===== src/rtl/eco32_core_ifu_icu_way_pt_fill_pkg.sv =====
// Shared IFU definitions for the page-descriptor table refill block.
package eco32_core_ifu_icu_way_pt_fill_pkg;

  localparam int DESC_W          = 36;
  localparam int DESC_ADDR_SHIFT = 3;

  typedef enum logic [2:0] {
    ST_IDLE  = 3'd0,
    ST_FLUSH = 3'd1,
    ST_REQ   = 3'd2,
    ST_WAIT  = 3'd3,
    ST_WRITE = 3'd4
  } pt_fill_state_e;

endpackage


===== src/rtl/eco32_core_ifu_icu_way_pt_fill.sv =====
// Refill/flush writer for one cache way's page descriptor table.
// Outputs are registered and describe the action of the state held at the previous edge.
module eco32_core_ifu_icu_way_pt_fill
  import eco32_core_ifu_icu_way_pt_fill_pkg::*;
#(
  parameter int PAGE_ADDR_WIDTH = 5,
  parameter int MEM_ADDR_WIDTH  = 32
) (
  input  logic                       clk,
  input  logic                       rst,
  input  logic [MEM_ADDR_WIDTH-1:0]  cfg_pt_base,
  input  logic                       flush_req,
  output logic                       flush_ack,
  input  logic                       mis_stb,
  input  logic                       mis_tid,
  input  logic [PAGE_ADDR_WIDTH-1:0] mis_page,
  output logic                       mis_ack,
  output logic                       mis_fault,
  output logic                       mem_req_stb,
  output logic [MEM_ADDR_WIDTH-1:0]  mem_req_addr,
  input  logic                       mem_req_ack,
  input  logic                       mem_rsp_stb,
  input  logic [DESC_W-1:0]          mem_rsp_data,
  input  logic                       mem_rsp_err,
  output logic                       wr_ena,
  output logic                       wr_tid,
  output logic [PAGE_ADDR_WIDTH-1:0] wr_page,
  output logic [DESC_W-1:0]          wr_descriptor,
  output logic                       busy,
  output logic [2:0]                 dbg_state
);

  localparam int CW = PAGE_ADDR_WIDTH + 1;
  localparam logic [CW-1:0] CNT_LAST = '1;

  pt_fill_state_e             state_q, state_d;
  logic [CW-1:0]              cnt_q, cnt_d;
  logic                       pend_q, pend_d;
  logic                       user_q, user_d;
  logic                       done_q, done_d;
  logic                       tid_q, tid_d;
  logic [PAGE_ADDR_WIDTH-1:0] page_q, page_d;
  logic [DESC_W-1:0]          data_q, data_d;
  logic                       err_q, err_d;

  logic                       flush_ack_q, flush_ack_d;
  logic                       mis_ack_q, mis_ack_d;
  logic                       mis_fault_q, mis_fault_d;
  logic                       mem_req_stb_q, mem_req_stb_d;
  logic [MEM_ADDR_WIDTH-1:0]  mem_req_addr_q, mem_req_addr_d;
  logic                       wr_ena_q, wr_ena_d;
  logic                       wr_tid_q, wr_tid_d;
  logic [PAGE_ADDR_WIDTH-1:0] wr_page_q, wr_page_d;
  logic [DESC_W-1:0]          wr_desc_q, wr_desc_d;
  logic                       busy_q, busy_d;

  // Handshakes: mis_stb/flush_req are levels held until their one-cycle ack;
  // the request is ignored in the ack window so a still-high level is not re-taken.
  // mem_req_stb is held until mem_req_ack is seen with it; mem_rsp_stb is a one-cycle strobe.
  logic flush_take;
  logic miss_take;
  assign flush_take = flush_req && !done_q && !flush_ack_q;
  assign miss_take  = mis_stb && !mis_ack_q;

  always_comb begin
    state_d        = state_q;
    cnt_d          = cnt_q;
    pend_d         = pend_q;
    user_d         = user_q;
    done_d         = 1'b0;
    tid_d          = tid_q;
    page_d         = page_q;
    data_d         = data_q;
    err_d          = err_q;
    busy_d         = (state_q != ST_IDLE);
    flush_ack_d    = done_q;
    mis_ack_d      = 1'b0;
    mis_fault_d    = 1'b0;
    mem_req_stb_d  = 1'b0;
    mem_req_addr_d = mem_req_addr_q;
    wr_ena_d       = 1'b0;
    wr_tid_d       = wr_tid_q;
    wr_page_d      = wr_page_q;
    wr_desc_d      = wr_desc_q;
    case (state_q)
      ST_IDLE: begin
        if (flush_take || pend_q) begin
          state_d = ST_FLUSH;
          cnt_d   = '0;
          user_d  = 1'b1;
          pend_d  = 1'b0;
        end else if (miss_take) begin
          state_d = ST_REQ;
          tid_d   = mis_tid;
          page_d  = mis_page;
        end
      end
      ST_FLUSH: begin
        wr_ena_d               = 1'b1;
        wr_desc_d              = '0;
        {wr_page_d, wr_tid_d}  = cnt_q;
        cnt_d                  = cnt_q + 1'b1;
        // Only a requested sweep is acknowledged; the post-reset sweep is silent.
        if (cnt_q == CNT_LAST) begin
          state_d = ST_IDLE;
          done_d  = user_q;
          user_d  = 1'b0;
        end
      end
      ST_REQ: begin
        pend_d = pend_q | flush_take;
        if (mem_req_stb_q && mem_req_ack) begin
          state_d = ST_WAIT;
        end else begin
          mem_req_stb_d  = 1'b1;
          mem_req_addr_d = cfg_pt_base +
                           (MEM_ADDR_WIDTH'({page_q, tid_q}) << DESC_ADDR_SHIFT);
        end
      end
      ST_WAIT: begin
        pend_d = pend_q | flush_take;
        if (mem_rsp_stb) begin
          state_d = ST_WRITE;
          data_d  = mem_rsp_data;
          err_d   = mem_rsp_err;
        end
      end
      ST_WRITE: begin
        pend_d      = pend_q | flush_take;
        wr_ena_d    = 1'b1;
        wr_tid_d    = tid_q;
        wr_page_d   = page_q;
        wr_desc_d   = err_q ? '0 : data_q;
        mis_ack_d   = 1'b1;
        mis_fault_d = err_q;
        state_d     = ST_IDLE;
      end
      default: state_d = ST_IDLE;
    endcase
  end

  always_ff @(posedge clk or posedge rst) begin
    if (rst) begin
      state_q        <= ST_FLUSH;
      cnt_q          <= '0;
      pend_q         <= 1'b0;
      user_q         <= 1'b0;
      done_q         <= 1'b0;
      tid_q          <= 1'b0;
      page_q         <= '0;
      data_q         <= '0;
      err_q          <= 1'b0;
      flush_ack_q    <= 1'b0;
      mis_ack_q      <= 1'b0;
      mis_fault_q    <= 1'b0;
      mem_req_stb_q  <= 1'b0;
      mem_req_addr_q <= '0;
      wr_ena_q       <= 1'b0;
      wr_tid_q       <= 1'b0;
      wr_page_q      <= '0;
      wr_desc_q      <= '0;
      busy_q         <= 1'b1;
    end else begin
      state_q        <= state_d;
      cnt_q          <= cnt_d;
      pend_q         <= pend_d;
      user_q         <= user_d;
      done_q         <= done_d;
      tid_q          <= tid_d;
      page_q         <= page_d;
      data_q         <= data_d;
      err_q          <= err_d;
      flush_ack_q    <= flush_ack_d;
      mis_ack_q      <= mis_ack_d;
      mis_fault_q    <= mis_fault_d;
      mem_req_stb_q  <= mem_req_stb_d;
      mem_req_addr_q <= mem_req_addr_d;
      wr_ena_q       <= wr_ena_d;
      wr_tid_q       <= wr_tid_d;
      wr_page_q      <= wr_page_d;
      wr_desc_q      <= wr_desc_d;
      busy_q         <= busy_d;
    end
  end

  assign flush_ack     = flush_ack_q;
  assign mis_ack       = mis_ack_q;
  assign mis_fault     = mis_fault_q;
  assign mem_req_stb   = mem_req_stb_q;
  assign mem_req_addr  = mem_req_addr_q;
  assign wr_ena        = wr_ena_q;
  assign wr_tid        = wr_tid_q;
  assign wr_page       = wr_page_q;
  assign wr_descriptor = wr_desc_q;
  assign busy          = busy_q;
  assign dbg_state     = state_q;

endmodule


===== config.mk =====
export PLATFORM = sky130hd
export DESIGN_NAME = eco32_core_ifu_icu_way_pt_fill
export DESIGN_NICKNAME = d
export VERILOG_FILES = /design/src/rtl/eco32_core_ifu_icu_way_pt_fill_pkg.sv /design/src/rtl/eco32_core_ifu_icu_way_pt_fill.sv
export SDC_FILE = /design/constraint.sdc
export NUM_CORES = 1
export LEC_CHECK = 0
export CORE_UTILIZATION = 30
export DETAILED_ROUTE_END_ITERATION = 8
export DONT_BUFFER_PORTS = 1
export GPL_ROUTABILITY_DRIVEN = 0
export GPL_TIMING_DRIVEN = 0
export SLEW_MARGIN = 30
export SYNTH_ARGS = -nofsm -noshare
export SYNTH_HDL_FRONTEND = slang
export SYNTH_SLANG_ARGS = --single-unit

===== constraint.sdc =====
create_clock -name clk -period 7.8 [get_ports clk]
set_input_delay 0.78 -clock clk [delete_from_list [all_inputs] [get_ports clk]]
set_output_delay 0.78 -clock clk [all_outputs]
set_load 0.02 [all_outputs]

Word-level counts from Yosys, hierarchy flattened. Cells that the tools add are included.

$add $sub $neg: 2. Eq/ne operators: 10. Mux-type cells: 24. Bitwise gates (word level): 3. Reduce and logical (&&, ||, !) cells: 22.

Operators with widths (number): 36-bit one-hot mux with 2 select lines (1); 36-bit two-way mux (1); 32-bit by 9-bit adder with 32-bit output (1); 3-bit two-way mux (5); 3-bit one-hot mux with 4 select lines (1); 6-bit one-hot mux with 2 select lines (1); 1-bit two-way mux (10); 5-bit one-hot mux with 2 select lines (1); 2-bit inequality test, second input constant (4); 2-bit AND reduction (4); 6-bit by 1-bit adder with 6-bit output, second input constant (1); 3-bit by 2-bit equality test with 1-bit output, second input constant (2); 6-bit equality test, second input constant (1); 6-bit two-way mux (1); 1-bit one-hot mux with 2 select lines (3); 3-bit AND reduction (2); 2-bit nonzero test (3); 1-bit logical AND (4); 4-bit AND reduction (1); 3-bit by 1-bit equality test with 1-bit output, second input constant (1); 3-bit equality test, second input constant (1); 1-bit zero test (3); 3-bit zero test (1); 3-bit inequality test, second input constant (1); 6 further kinds (7).

Flip-flop bits (word level): 135. Input bits: 81. Output and inout bits: 83. Logic and storage cells: 80.

Longest topological paths before layout.
Word-level depth: 6. Depth in mapped cells: 8. Mapped depth without buffers: 7.

Worst setup path before layout. No wires, ideal clock.

Kind: input -> register. From: input cfg_pt_base[3]. To: register mem_req_addr_q[29] (netlist: mem_req_addr[29]). Setup time: 0.065 ns. Arrival: 2.718 ns. Required time: 7.735 ns. Path slack: 5.017 ns. Stages on the path: 8. Path buffers: 1. Cells stage by stage: ha_1 > fa_1 > a21o_1 > a221oi_2 > or4_1 > buf_2 > mux2_4 > nand2_2.

Longest elaborated chain between the ends: 1.

RTL lines: start, declared (line eco32_core_ifu_icu_way_pt_fill.sv:11) `input logic [MEM_ADDR_WIDTH-1:0] cfg_pt_base,`; 32-bit by 9-bit adder with 32-bit output (line eco32_core_ifu_icu_way_pt_fill.sv:116) `mem_req_addr_d = cfg_pt_base +`; end signal, assigned (line eco32_core_ifu_icu_way_pt_fill.sv:177) `mem_req_addr_q <= mem_req_addr_d;`; end, declared (line eco32_core_ifu_icu_way_pt_fill.sv:50) `logic [MEM_ADDR_WIDTH-1:0] mem_req_addr_q, mem_req_addr_d;`.

Every way passes these cells. A chain may end at the register's enable or synchronous reset.

Worst setup path after layout.
From: register tid_q. To: register mem_req_addr_q[25] (netlist: mem_req_addr[25]).

Longest elaborated chain between the ends: 1.

RTL lines: start, declared (line eco32_core_ifu_icu_way_pt_fill.sv:41) `logic tid_q, tid_d;`; start signal, assigned (line eco32_core_ifu_icu_way_pt_fill.sv:169) `tid_q <= tid_d;`; 32-bit by 9-bit adder with 32-bit output (line eco32_core_ifu_icu_way_pt_fill.sv:116).

Every way passes these cells.

==> run summary <==
Actual slew at the worst max-slew pin: 0.773 ns
Clock skew: 0.00704 ns
Status: complete, no violations
Number of antenna violations at the first check in global routing: 2
Share of post-route cells with drive strength above 1: 11.3%
HP Class: in -> async
Synthesized area: 5830 um^2
Crit path max-delay cell type: a221oi_2
Critical path required time: 8.16 ns
First-pass DRT Iterations: 4
Later-pin clock latency in the skew report: 0.42 ns
Clock transition at path regs: 0.06 ns
Cell family with most CP delay: compound AO/OA/AOI/OAI gates
CTS root buffer: clkbuf_16
CTS Hold Buffers Added: 0
Largest net degree at the start of global routing: 73
Final Cycle Share: 35.6%
Count of cell types in the netlist: 53
Mapped Cells: 568
IO buf count: 0
Syn_nets: 657
Synth Flop Type: dfrtp_1
EDFF count, synth: 0
Met1 GRT Util: 20.2%
Avg WL per Cell: 17.6 um
CTS tree: built
Final hold vios: 0
Hold_ws: 0.236 ns
Area growth syn-to-layout: 15.9%
Post-DP HPWL: 10.9 mm
Critical path's largest stage delay: 0.65 ns
Syn avg cell area: 10.3 um^2
Grt met3 use: 4.52%
# DRC: 0
CORE AREA: 18900 um^2
Clock sink count: 135
Worst Setup End Kind: flip-flop
Slew headroom: 48.5%
Worst-path fanout max: 9
Total Die Area: 20000 um^2
RSZ-0062 raised after global routing: false
Synthesis-stage register bit count: 135
Max cap viols: 0
Commonest non-fill, non-tap cell in the layout: nand2_1
Final Total Pwr: 0.00264 W
Max Fclk: 360 MHz
Iteration-0 DRC Markers: 207
CTS Buf Count: 17
Post-Route WL: 15.2 mm
Maximum vdd drop: 0.147 mV
Total number of yosys warnings: 0
Buffers & Inverters on Critical Path: 1
# Post-CTS Setup Buffers: 0
Final Max Slew Viols: 0
Cell row count: 50
Resize count post-CTS: 0
Count of final setup violators: 0
Detail Route Antenna Nets: 0
Register area share after synthesis: 58.0%
Die Wd: 141 um
Number of global-route vias before repair: 4131
Worst setup SP type: flip-flop
Worst Setup Path Type: reg -> reg
I/O pins: 164
Global route overflow: 0
Busiest grt layer: met2
Min Tclk post-route: 2.78 ns
Static leakage: 3.22 nW
Critical-path cell list: ha_1, fa_1, a21o_1, a221oi_2, or4_1, buf_2, mux2_4, nand2_2
Post-synth ARST share: 100%
Via count: 4233
H-tree Lvls: 4
Setup TNS: 0 ns
Met2 Track Usage GR: 24.9%
Clk buf depth: 2
First-pass GRT wire length: 23.8 mm
Fin nets: 677
Most frequent cells in the layout: 167 x nand2_1, 133 x dfrtp_1, 39 x a22o_1, 27 x o21ai_0, 23 x nor2_1
Pwr dens: 391 nW/um^2
CP arrival: 3.13 ns
Vias per inst: 4.90
Starting Density: 30.9%
All-Layer GR Usage: 15.9%
Die Height: 141 um
## registers in the layout (all words and copies together), names as in the netlist
name           count
wr_page            5
done_q             1
mem_req_stb        1
pend_q             1
wr_ena             1
data_q            36
mis_ack            1
wr_descriptor     36
wr_tid             1
err_q              1
mis_fault          1
dbg_state          3
busy               1
page_q             5
tid_q              1
flush_ack          1
cnt_q              6
user_q             1
mem_req_addr      32
## worst register-to-register path: cells and delay by family (launching register included)
| kind | cells | cell delay, ns |
|---|---|---|
| AO/OA/AOI/OAI | 2 | 0.88 |
| adder cells (fa/ha/maj) | 2 | 0.65 |
| buffers and inverters | 1 | 0.19 |
| flip-flops | 1 | 0.41 |
| multiplexers | 1 | 0.32 |
| AND/OR/NAND/NOR | 2 | 0.27 |
## layout make-up
type	count	area (um^2)
Inverter	9	41.3
Timing Repair Buffer	1	27.5
Multi-Input combinational cell	396	2300
Clock buffer	20	447
Tap cell	260	325
Fill cell	1958	12100
Buffer	28	120
Clock inverter	12	118
Antenna cell	2	5.00
Sequential cell	135	3380
## worst paths after layout
path | start | end | slack [ns] | cells past startpoint
setup / recovery | tid_q | mem_req_addr[25] | 5.02 | 8
hold / removal | rst | mem_req_addr[15] | 0.24 | 1
setup reg to reg | tid_q | mem_req_addr[25] | 5.02 | 8
hold reg to reg | done_q | flush_ack | 0.38 | 0
max in group asynchronous | rst | data_q[2] | 6.85 | 2
min in group clk | done_q | flush_ack | 0.38 | 0
## Yosys cell counts (5+ instances only)
cell,instances,share of area [%]
xor2_1,11,1.7
ha_1,7,1.5
a21oi_1,11,0.94
clkbuf_1,15,0.97
a31oi_1,6,0.64
and3_1,7,0.75
or4_1,5,0.64
dfrtp_1,133,57
o21ai_0,27,2.3
mux2_2,6,1.2
mux2i_1,7,1.2
a22o_1,39,5.9
xnor2_1,7,1.1
nand2_1,167,11
nor2_1,23,1.5
inv_2,5,0.32
nand3_1,9,0.77
buf_2,12,1.0
## layer usage
metal  routed length, um  up-vias  share of wire, %
met5                   0        -                 0
li1                    -     2004                 -
met2                7190      122                47
met4                 432        0               2.8
met1                6730     2074                44
met3                 807       33               5.3
## power by group
| part | switching, W | internal (W) |
|---|---|---|
| Combinational | 0.000385 | 0.000239 |
| Sequential | 0.000313 | 0.000937 |
| Clock | 0.000319 | 0.000452 |
| Total | 0.00102 | 0.00163 |
## through the flow
| step | cell area, um^2 | utilization [%] | std cells | worst slack, ns |
|---|---|---|---|---|
| 2_1_floorplan | 5830 | - | 568 | 3.41 |
| 3_3_place_gp | 6160 | 32.6 | 828 | 1.72 |
| 3_5_place_dp | 6190 | 32.8 | 829 | 4.66 |
| 4_1_cts | 6760 | 35.8 | 861 | 5.02 |
| 5_1_grt | 6760 | 35.8 | 862 | 4.88 |
| 6_report | 6760 | 35.8 | 863 | 5.02 |
## cell families (layout without fill, tap and decap cells)
logic type / count (synthesis) / count (layout) / share of synthesized area [%]
xor+xnor: 18 / 18 / 2.70
buf+inv: 37 / 70 / 2.64
fa+ha+maj: 8 / 8 / 1.84
flops: 135 / 135 / 58.0
compound gates: 111 / 111 / 13.6
simple gates: 242 / 242 / 17.9
other cells: 0 / 2 / 0
mux: 17 / 17 / 3.39
Power figures use the tool's default switching activity.
